--- src/rtl/vga_ctrl_param_if.sv ---
// rtl/vga_ctrl_param_if.sv - pixel request / video output bundle for vga_ctrl_param
interface vga_ctrl_param_if #(
    parameter int RGB_W = 16
);
    // look-ahead request to the pixel generator and its returned data
    logic             pix_req;
    logic [10:0]      pix_x;
    logic [10:0]      pix_y;
    logic [RGB_W-1:0] pix_data;

    // registered video outputs towards the DAC pins
    logic             hsync;
    logic             vsync;
    logic             de;
    logic             frame_start;
    logic             line_start;
    logic [RGB_W-1:0] rgb;

    modport master (
        output pix_req, pix_x, pix_y,
        output hsync, vsync, de, frame_start, line_start, rgb,
        input  pix_data
    );

    modport slave (
        input  pix_req, pix_x, pix_y,
        input  hsync, vsync, de, frame_start, line_start, rgb,
        output pix_data
    );
endinterface

--- src/rtl/vga_ctrl_param.sv ---
// rtl/vga_ctrl_param.sv - parametrised VGA timing with look-ahead pixel request (optional colorbar: VGA_CTRL_TEST_PATTERN_EN)
module vga_ctrl_param #(
    parameter int H_SYNC   = 96,
    parameter int H_BACK   = 48,
    parameter int H_ACTIVE = 640,
    parameter int H_FRONT  = 16,
    parameter int V_SYNC   = 2,
    parameter int V_BACK   = 33,
    parameter int V_ACTIVE = 480,
    parameter int V_FRONT  = 10,
    parameter int HS_POL   = 0,
    parameter int VS_POL   = 0,
    parameter int RGB_W    = 16,
    parameter int REQ_LEAD = 1
) (
    input  logic            vga_clk,
    input  logic            sys_rst_n,
`ifdef VGA_CTRL_TEST_PATTERN_EN
    input  logic            test_en,
`endif
    vga_ctrl_param_if.master vif
);
    localparam int H_TOTAL = H_SYNC + H_BACK + H_ACTIVE + H_FRONT;
    localparam int V_TOTAL = V_SYNC + V_BACK + V_ACTIVE + V_FRONT;
    localparam int HA0     = H_SYNC + H_BACK;
    localparam int VA0     = V_SYNC + V_BACK;

    // one extra count of headroom so HA0+H_ACTIVE fits even with no front porch
    localparam int HCW = $clog2(H_TOTAL + 1);
    localparam int VCW = $clog2(V_TOTAL + 1);

    localparam logic [HCW-1:0] H_LAST  = HCW'(H_TOTAL - 1);
    localparam logic [VCW-1:0] V_LAST  = VCW'(V_TOTAL - 1);
    localparam logic [HCW-1:0] H_SYNC_C = HCW'(H_SYNC);
    localparam logic [VCW-1:0] V_SYNC_C = VCW'(V_SYNC);
    localparam logic [HCW-1:0] HA_BEG  = HCW'(HA0);
    localparam logic [HCW-1:0] HA_END  = HCW'(HA0 + H_ACTIVE);
    localparam logic [VCW-1:0] VA_BEG  = VCW'(VA0);
    localparam logic [VCW-1:0] VA_END  = VCW'(VA0 + V_ACTIVE);
    localparam logic [HCW-1:0] REQ_BEG = HCW'(HA0 - REQ_LEAD);
    localparam logic [HCW-1:0] REQ_END = HCW'(HA0 + H_ACTIVE - REQ_LEAD);

    localparam logic HS_ON = 1'(HS_POL);
    localparam logic VS_ON = 1'(VS_POL);

    // reject lead times the back porch cannot hide or the generator cannot have
    if (REQ_LEAD > 4 || REQ_LEAD < 0 || H_SYNC + H_BACK < REQ_LEAD) begin : g_bad_req_lead
        $error("vga_ctrl_param: REQ_LEAD must be 0..4 and not exceed H_SYNC+H_BACK");
    end

    logic [HCW-1:0]   h_cnt;
    logic [VCW-1:0]   v_cnt;
    logic             h_wrap;
    logic             v_wrap;
    logic             hs_c;
    logic             vs_c;
    logic             h_act;
    logic             v_act;
    logic             act_c;
    logic             req_c;
    logic [RGB_W-1:0] pix_sel;

    // free-running raster counters; vertical steps on horizontal wrap
    always_ff @(posedge vga_clk) begin
        if (!sys_rst_n) begin
            h_cnt <= '0;
            v_cnt <= '0;
        end else if (h_wrap) begin
            h_cnt <= '0;
            v_cnt <= v_wrap ? '0 : v_cnt + 1'b1;
        end else begin
            h_cnt <= h_cnt + 1'b1;
        end
    end

    // raw timing decode straight off the counters
    always_comb begin
        h_wrap = (h_cnt == H_LAST);
        v_wrap = (v_cnt == V_LAST);
        hs_c   = (h_cnt < H_SYNC_C);
        vs_c   = (v_cnt < V_SYNC_C);
        h_act  = (h_cnt >= HA_BEG) && (h_cnt < HA_END);
        v_act  = (v_cnt >= VA_BEG) && (v_cnt < VA_END);
        act_c  = h_act && v_act;
        // request window is the active window shifted earlier by the generator latency
        req_c  = sys_rst_n && v_act && (h_cnt >= REQ_BEG) && (h_cnt < REQ_END);
    end

    // look-ahead pixel request; coordinates idle at all-ones outside the window
    always_comb begin
        vif.pix_req = req_c;
        vif.pix_x   = '1;
        vif.pix_y   = '1;
        if (req_c) begin
            vif.pix_x = 11'(h_cnt - REQ_BEG);
            vif.pix_y = 11'(v_cnt - VA_BEG);
        end
    end

`ifdef VGA_CTRL_TEST_PATTERN_EN
    localparam int BAR_W  = H_ACTIVE / 8;
    localparam int BCW    = $clog2(BAR_W + 1);
    localparam logic [BCW-1:0] BAR_LAST = BCW'(BAR_W - 1);
    localparam int R_W    = RGB_W / 3;
    localparam int B_W    = RGB_W / 3;
    localparam int G_W    = RGB_W - R_W - B_W;

    logic             tp_en;
    logic [BCW-1:0]   bar_pix;
    logic [2:0]       bar_idx;
    logic             bar_r;
    logic             bar_g;
    logic             bar_b;
    logic [RGB_W-1:0] bar_rgb;

    // pattern enable only changes on the frame boundary so a frame is never torn
    always_ff @(posedge vga_clk) begin
        if (!sys_rst_n) begin
            tp_en <= 1'b0;
        end else if (h_cnt == '0 && v_cnt == '0) begin
            tp_en <= test_en;
        end
    end

    // bar position tracks the current h_cnt; held at bar 0 outside the active span
    always_ff @(posedge vga_clk) begin
        if (!sys_rst_n || !h_act) begin
            bar_pix <= '0;
            bar_idx <= '0;
        end else if (bar_pix == BAR_LAST) begin
            bar_pix <= '0;
            if (bar_idx != 3'd7) begin
                bar_idx <= bar_idx + 3'd1;
            end
        end else begin
            bar_pix <= bar_pix + 1'b1;
        end
    end

    // white, yellow, cyan, green, magenta, red, blue, black
    always_comb begin
        bar_r   = ~bar_idx[1];
        bar_g   = ~bar_idx[2];
        bar_b   = ~bar_idx[0];
        bar_rgb = {{R_W{bar_r}}, {G_W{bar_g}}, {B_W{bar_b}}};
    end

    // choose between the external generator and the internal colorbar
    always_comb begin
        pix_sel = vif.pix_data;
        if (tp_en) begin
            pix_sel = bar_rgb;
        end
    end
`else
    // only the external generator feeds the pixel path
    always_comb begin
        pix_sel = vif.pix_data;
    end
`endif

    // output stage: one clock behind the counters so returned pixels meet de
    always_ff @(posedge vga_clk) begin
        if (!sys_rst_n) begin
            vif.hsync       <= ~HS_ON;
            vif.vsync       <= ~VS_ON;
            vif.de          <= 1'b0;
            vif.rgb         <= '0;
            vif.frame_start <= 1'b0;
            vif.line_start  <= 1'b0;
        end else begin
            vif.hsync       <= hs_c ? HS_ON : ~HS_ON;
            vif.vsync       <= vs_c ? VS_ON : ~VS_ON;
            vif.de          <= act_c;
            vif.rgb         <= act_c ? pix_sel : '0;
            vif.frame_start <= (h_cnt == '0) && (v_cnt == '0);
            vif.line_start  <= (h_cnt == '0);
        end
    end
endmodule

--- src/flat_wrapper.sv ---
// flat-port wrapper written by rule: the top's interface ports become plain ports
module vga_ctrl_param_flat 
#(
    parameter int H_SYNC   = 96,
    parameter int H_BACK   = 48,
    parameter int H_ACTIVE = 640,
    parameter int H_FRONT  = 16,
    parameter int V_SYNC   = 2,
    parameter int V_BACK   = 33,
    parameter int V_ACTIVE = 480,
    parameter int V_FRONT  = 10,
    parameter int HS_POL   = 0,
    parameter int VS_POL   = 0,
    parameter int RGB_W    = 16,
    parameter int REQ_LEAD = 1
)
  (vga_clk, sys_rst_n, vif_pix_req, vif_pix_x, vif_pix_y, vif_hsync, vif_vsync, vif_de, vif_frame_start, vif_line_start, vif_rgb, vif_pix_data);
  vga_ctrl_param_if #(.RGB_W(RGB_W)) vif_i ();
  input  logic vga_clk;
  input  logic sys_rst_n;
  output wire logic [$bits(vif_i.pix_req)-1:0] vif_pix_req;
  output wire logic [$bits(vif_i.pix_x)-1:0] vif_pix_x;
  output wire logic [$bits(vif_i.pix_y)-1:0] vif_pix_y;
  output wire logic [$bits(vif_i.hsync)-1:0] vif_hsync;
  output wire logic [$bits(vif_i.vsync)-1:0] vif_vsync;
  output wire logic [$bits(vif_i.de)-1:0] vif_de;
  output wire logic [$bits(vif_i.frame_start)-1:0] vif_frame_start;
  output wire logic [$bits(vif_i.line_start)-1:0] vif_line_start;
  output wire logic [$bits(vif_i.rgb)-1:0] vif_rgb;
  input wire logic [$bits(vif_i.pix_data)-1:0] vif_pix_data;
  assign vif_pix_req = vif_i.pix_req;
  assign vif_pix_x = vif_i.pix_x;
  assign vif_pix_y = vif_i.pix_y;
  assign vif_hsync = vif_i.hsync;
  assign vif_vsync = vif_i.vsync;
  assign vif_de = vif_i.de;
  assign vif_frame_start = vif_i.frame_start;
  assign vif_line_start = vif_i.line_start;
  assign vif_rgb = vif_i.rgb;
  assign vif_i.pix_data = vif_pix_data;
  vga_ctrl_param #(.H_SYNC(H_SYNC), .H_BACK(H_BACK), .H_ACTIVE(H_ACTIVE), .H_FRONT(H_FRONT), .V_SYNC(V_SYNC), .V_BACK(V_BACK), .V_ACTIVE(V_ACTIVE), .V_FRONT(V_FRONT), .HS_POL(HS_POL), .VS_POL(VS_POL), .RGB_W(RGB_W), .REQ_LEAD(REQ_LEAD)) u_core (.vga_clk(vga_clk), .sys_rst_n(sys_rst_n), .vif(vif_i));
endmodule
--- config.mk ---
export PLATFORM = sky130hd
export DESIGN_NAME = vga_ctrl_param_flat
export DESIGN_NICKNAME = d
export VERILOG_FILES = /design/src/rtl/vga_ctrl_param_if.sv /design/src/rtl/vga_ctrl_param.sv /design/src/flat_wrapper.sv
export SDC_FILE = /design/constraint.sdc
export NUM_CORES = 1
export LEC_CHECK = 0
export BUFFER_PORTS_ARGS = -buffer_cell sky130_fd_sc_hd__buf_4
export CAP_MARGIN = 25
export CORE_UTILIZATION = 55
export CTS_CLUSTER_DIAMETER = 200
export DETAILED_ROUTE_END_ITERATION = 12
export PLACE_DENSITY = 0.89
export SLEW_MARGIN = 20
export SYNTH_ARGS = -nofsm -noshare
export SYNTH_HDL_FRONTEND = slang
export SYNTH_SLANG_ARGS = --single-unit
--- constraint.sdc ---
create_clock -name vga_clk -period 3.67 [get_ports vga_clk]
set_input_delay 0.367 -clock vga_clk [delete_from_list [all_inputs] [get_ports vga_clk]]
set_output_delay 0.367 -clock vga_clk [all_outputs]
set_load 0.05 [all_outputs]
# After elaboration in Yosys (flattened, before gate mapping)

Cells that the tools add are included.

Bits in registers: 41
Input port bits: 18
Word-level logic and storage cells: 39

Add/sub/neg operators: 4
Magnitude comparators: 8
Equality and inequality tests: 2
Muxes and demuxes: 5
Bitwise logic cells: 1
Reductions and logical operators: 11

Operators with widths:

| cell                                                                | count |
|---|---|
| < comparator 10 bit (second input constant)                         | 3 |
| two-way mux 11 bit                                                  | 2 |
| adder 10 x 1 -> 10 bit (second input constant)                      | 2 |
| equality test 10 bit (second input constant)                        | 2 |
| greater-or-equal comparator 10 x 8 -> 1 bit (second input constant) | 2 |
| zero test 10 bit                                                    | 2 |
| subtractor 10 x 6 -> 11 bit (second input constant)                 | 1 |
| subtractor 10 x 8 -> 11 bit (second input constant)                 | 1 |
| greater-or-equal comparator 10 x 6 -> 1 bit (second input constant) | 1 |
| < comparator 10 x 2 -> 1 bit (second input constant)                | 1 |
| < comparator 10 x 7 -> 1 bit (second input constant)                | 1 |
| two-way mux 10 bit                                                  | 1 |
| logical AND 1 bit                                                   | 7 |
| two-way mux 1 bit                                                   | 2 |
| AND reduction 2 bit                                                 | 1 |
| OR reduction 2 bit                                                  | 1 |
| inverter 1 bit                                                      | 1 |

# Longest topological paths before layout

Depth in word-level cells: 6
Depth in mapped cells: 7
Gate-level depth less buffers: 6

# Worst setup path after synthesis

OpenSTA, ideal clock, no wires.

Kind: reg-to-output
Start: register u_core.v_cnt[1]
End: output vif_pix_x[10]
Data arrival time: 2066 ps
Slack: 1237 ps
Cell stages (with the launch flop): 8
Buffers on the path: 2
Path through: dfxtp_1 > ha_1 > clkbuf_1 > nor4_1 > a211o_1 > a21oi_1 > buf_2 > nand3_1

Longest elaborated chain between the ends: 6

Ends and longest elaborated chain:

| element                                                                                   | RTL line             | text |
|---|---|---|
| start, declared                                                                           | vga_ctrl_param.sv:52 | `logic [VCW-1:0] v_cnt;` |
| start signal, assigned                                                                    | vga_ctrl_param.sv:70 | `v_cnt <= v_wrap ? '0 : v_cnt + 1'b1;` |
| greater-or-equal comparator 10 x 6 -> 1 bit / < comparator 10 bit (equally long branches) | vga_ctrl_param.sv:83 | `v_act = (v_cnt >= VA_BEG) && (v_cnt < VA_END);` |
| logical AND 1 bit (*)                                                                     | vga_ctrl_param.sv:83 |  |
| logical AND 1 bit (*) (3 in series)                                                       | vga_ctrl_param.sv:86 | `req_c = sys_rst_n && v_act && (h_cnt >= REQ_BEG) && (h_cnt < REQ_END);` |
| two-way mux 11 bit (*)                                                                    | vga_ctrl_param.sv:94 | `if (req_c) begin` |
| end, declared                                                                             | flat_wrapper.sv:22   | `output wire logic [$bits(vif_i.pix_x)-1:0] vif_pix_x;` |

Mark *: on every way between the ends. The rest lies on a longest branch, timed or not.

# Worst setup path after layout

Start: register u_core.h_cnt[0]
End: output vif_pix_y[4]

Longest elaborated chain between the ends: 4

Ends and longest elaborated chain:

| element                                     | RTL line             | text |
|---|---|---|
| start, declared                             | vga_ctrl_param.sv:51 | `logic [HCW-1:0] h_cnt;` |
| start signal, assigned                      | vga_ctrl_param.sv:72 | `h_cnt <= h_cnt + 1'b1;` |
| greater-or-equal comparator 10 x 8 -> 1 bit | vga_ctrl_param.sv:86 |  |
| logical AND 1 bit                           | vga_ctrl_param.sv:86 |  |
| logical AND 1 bit (*)                       | vga_ctrl_param.sv:86 |  |
| two-way mux 11 bit (*)                      | vga_ctrl_param.sv:94 |  |
| end, declared                               | flat_wrapper.sv:23   | `output wire logic [$bits(vif_i.pix_y)-1:0] vif_pix_y;` |

Marks and branches as above.

==> metrics.md <==
| Metric | Value |
|---|---|
| Static leakage | 1.069 nW |
| Most frequent cell after synthesis | dfxtp_1 |
| Post-Syn Nets | between 200 and 300 |
| Cts hold-fix bufs | 0 |
| Final WL | 4609 um |
| Crit path required time | 3.30 ns |
| Share of cells above drive strength 1 | 0.2569 |
| Ys async rst share | 0 |
| Status | finished, final reports clean |
| Worst Reg-to-Reg Cells | 5 |
| Area growth syn-to-layout | 24.13% |
| CP Launch Type | flop |
| # resized after CTS | 0 |
| Main synth FF type | dfxtp_1 |
| Category of the most critical setup path | flop to output pin |
| N_diodes | 0 |
| Final TNS setup | 0 ns |
| Worst Setup End Kind | output pin |
| Yosys cell types | 46 |
| Die area | 4059 um2 |
| WP data arrival | 2.57 ns |
| Gate count of the mapped netlist | 245 |
| Final setup violation count | 0 |
| Synthesized area per cell | 8.549 um2 |
| Initial DRT Pass Iterations | 4 |
| VDD IR max | 0.0002930 V |
| Hold Vio Cnt, Final | 0 |
| Antenna violations before repair | 0 |
| Reg-to-reg startpoint | u_core.v_cnt[1] |
| Post-Synthesis Cell Area | 2095 um2 |
| Initial Util | 0.5721 |
| Worst-path maximum fanout | 22 |
| Post-synth EDFFs | 0 |
| Chip Height | 63.71 um |
| Antenna viol nets, final | 0 |
| Final nets | 310 |
| TritonCTS Sinks | a little over 40 |
| Final Cycle Share | 0.7999 |
| Post-CTS Setup Inserts | 0 |
| RSZ-0062 raised after global routing | no |
| Fillers | between 200 and 300 |
| Min Tclk post-route | 2.936 ns |
| Root Driver | clkbuf_8 |
| Grt ovf | 0 |
| Final Skew | 0.005002 ns |
| Worst-margin pin slew | 0.8465 ns |
| WL per Instance | 13.72 um |
| Max Cap Violations | 0 |
| CTS max path bufs | 2 |
| IO Pins | 62 |
| Total power | 0.8475 mW |
| R2r setup slk | 1.34 ns |
| Die width | 63.71 um |
| Final slew viol count | 0 |
| Port Buffers | 61 |
| Vias in the first global route | 1615 |
| FF+latch count, synth | 41 |
| DRT iter0 DRCs | 145 |
| Core area | around 3700 um2 |
| Clk_lat worst skew | 0.29 ns |
| First-pass GRT wire length | ~7500 um |
| GRT Util Overall | 0.2360 |
| Slew HR | 0.4357 |
| Hpwl dp | 3279 um |
| Via count | 1934 |
| CP Launch Point | u_core.h_cnt[0] |
| Via density | 5.756 |
| Seq/Total Area, Yosys | 0.3919 |
| Pwr dens | 326.0 nW/um2 |
| TritonCTS buffer count | 5 |
| Fmax | around 340 MHz |
| Worst-path clk slew | around 0.070 ns |
| Worst hold path class | input port to flop |
| DRC violations left | 0 |
| Minimum hold slack | 0.2778 ns |
| Largest net degree at the start of global routing | 23 |
| Yosys warns | 0 |
| H-tree levels | 2 |
| R2r endpoint | u_core.vif.rgb[5] |
| # rows | 22 |
| Post-synth top cells | dfxtp_1, nand3_1, and2_1 |
| Worst setup path endpoint | vif_pix_y[4] |
| Area share of the largest cell type after synthesis | 0.3919 |
| CTS tree | done |
| Top cells by area, synth | dfxtp_1, nand3_1, and2_1 |
| Most area-hungry cell type in the Yosys netlist | dfxtp_1 |
| GP Congestion | a little over 0.9 |
logic make-up after synthesis:
logic type                 after synthesis  synth area share
and+or+nand+nor                        115            0.3226
adders and majority gates                4           0.02390
DFF                                     41            0.3919
xor gates and xnor gates                19           0.07945
AOI/OAI and AO/OA                       35            0.1141
buffers and inverters                   31           0.06810
cells in the final DEF (no fill, tap or decap), types with 6 or more instances in the layout:
master	count
and3_1	6
nand2_1	13
o21ai_0	7
dfxtp_1	41
xor2_1	7
nand3_1	30
and2_1	19
xnor2_1	12
or3_1	6
a21oi_1	11
nor2_1	12
buf_4	62
layout make-up:
class	instances	area (um2)	area share
multi-input cells	173	1131	0.4350
flip-flops and latches	41	820.8	0.3157
repair buffers	62	465.4	0.1790
clock buffers	5	68.82	0.02647
well taps	48	60.06	0.02310
clock inverters	2	35.03	0.01347
inverters	5	18.77	0.007218
through the flow:
stage | setup slack [ns] | util | std cells | area (um2)
after floorplan | 1.237 | - | 245 | 2095
after global placement | 1.134 | 0.6818 | 329 | 2496
after detailed placement | 1.072 | 0.6818 | 329 | 2496
after CTS | 0.7328 | 0.7102 | 336 | 2600
after global routing | 0.4919 | 0.7102 | 336 | 2600
final | 0.7343 | 0.7102 | 336 | 2600
routing by layer:
layer | vias to the layer above | wire, um | track usage | part of all wire
met2 | 93 | 2125 | 0.3577 | 0.46
met5 | - | 0 | 0 | 0
li1 | 938 | - | - | -
met4 | 0 | 82 | 0.09091 | 0.018
met3 | 9 | 418 | 0.07790 | 0.091
met1 | 894 | 1983 | 0.3075 | 0.43
state kept, by name (all words and copies together) (netlist names):
name and cells:
u_core.vif.rgb 16, u_core.h_cnt 10, u_core.vif.frame_start 1, u_core.vif.line_start 1
u_core.vif.de 1, u_core.v_cnt 10, u_core.vif.hsync 1, u_core.vif.vsync 1
worst max-delay path: stages, from the launching register on:
cell and delay, ns:
dfxtp_1 0.42, ha_1 0.25, and3_1 0.35, o31a_1 0.16
o31a_1 0.63, nand4b_1 0.21, buf_4 0.25
worst min path at each step:
stage | start | to | slack, ns | cells after the start
4_1_cts | vif_pix_data[0] | u_core.vif.rgb[0] | 0.27 | 2
3_5_place_dp | u_core.h_cnt[0] | u_core.h_cnt[0] | 0.49 | 1
2_1_floorplan | u_core.h_cnt[0] | u_core.h_cnt[0] | 0.45 | 1
6_report | vif_pix_data[13] | u_core.vif.rgb[13] | 0.28 | 2
5_1_grt | vif_pix_data[11] | u_core.vif.rgb[11] | 0.27 | 2
3_3_place_gp | u_core.h_cnt[0] | u_core.h_cnt[0] | 0.48 | 1
report_power, final:
group	leakage [nW]	switching, mW	internal, mW
Sequential	0.332	0.00433	0.451
Clock	0.0540	0.146	0.198
Combinational	0.683	0.0258	0.0231
Total	1.07	0.176	0.671
Note: power is estimated with default switching activity, not from simulation.
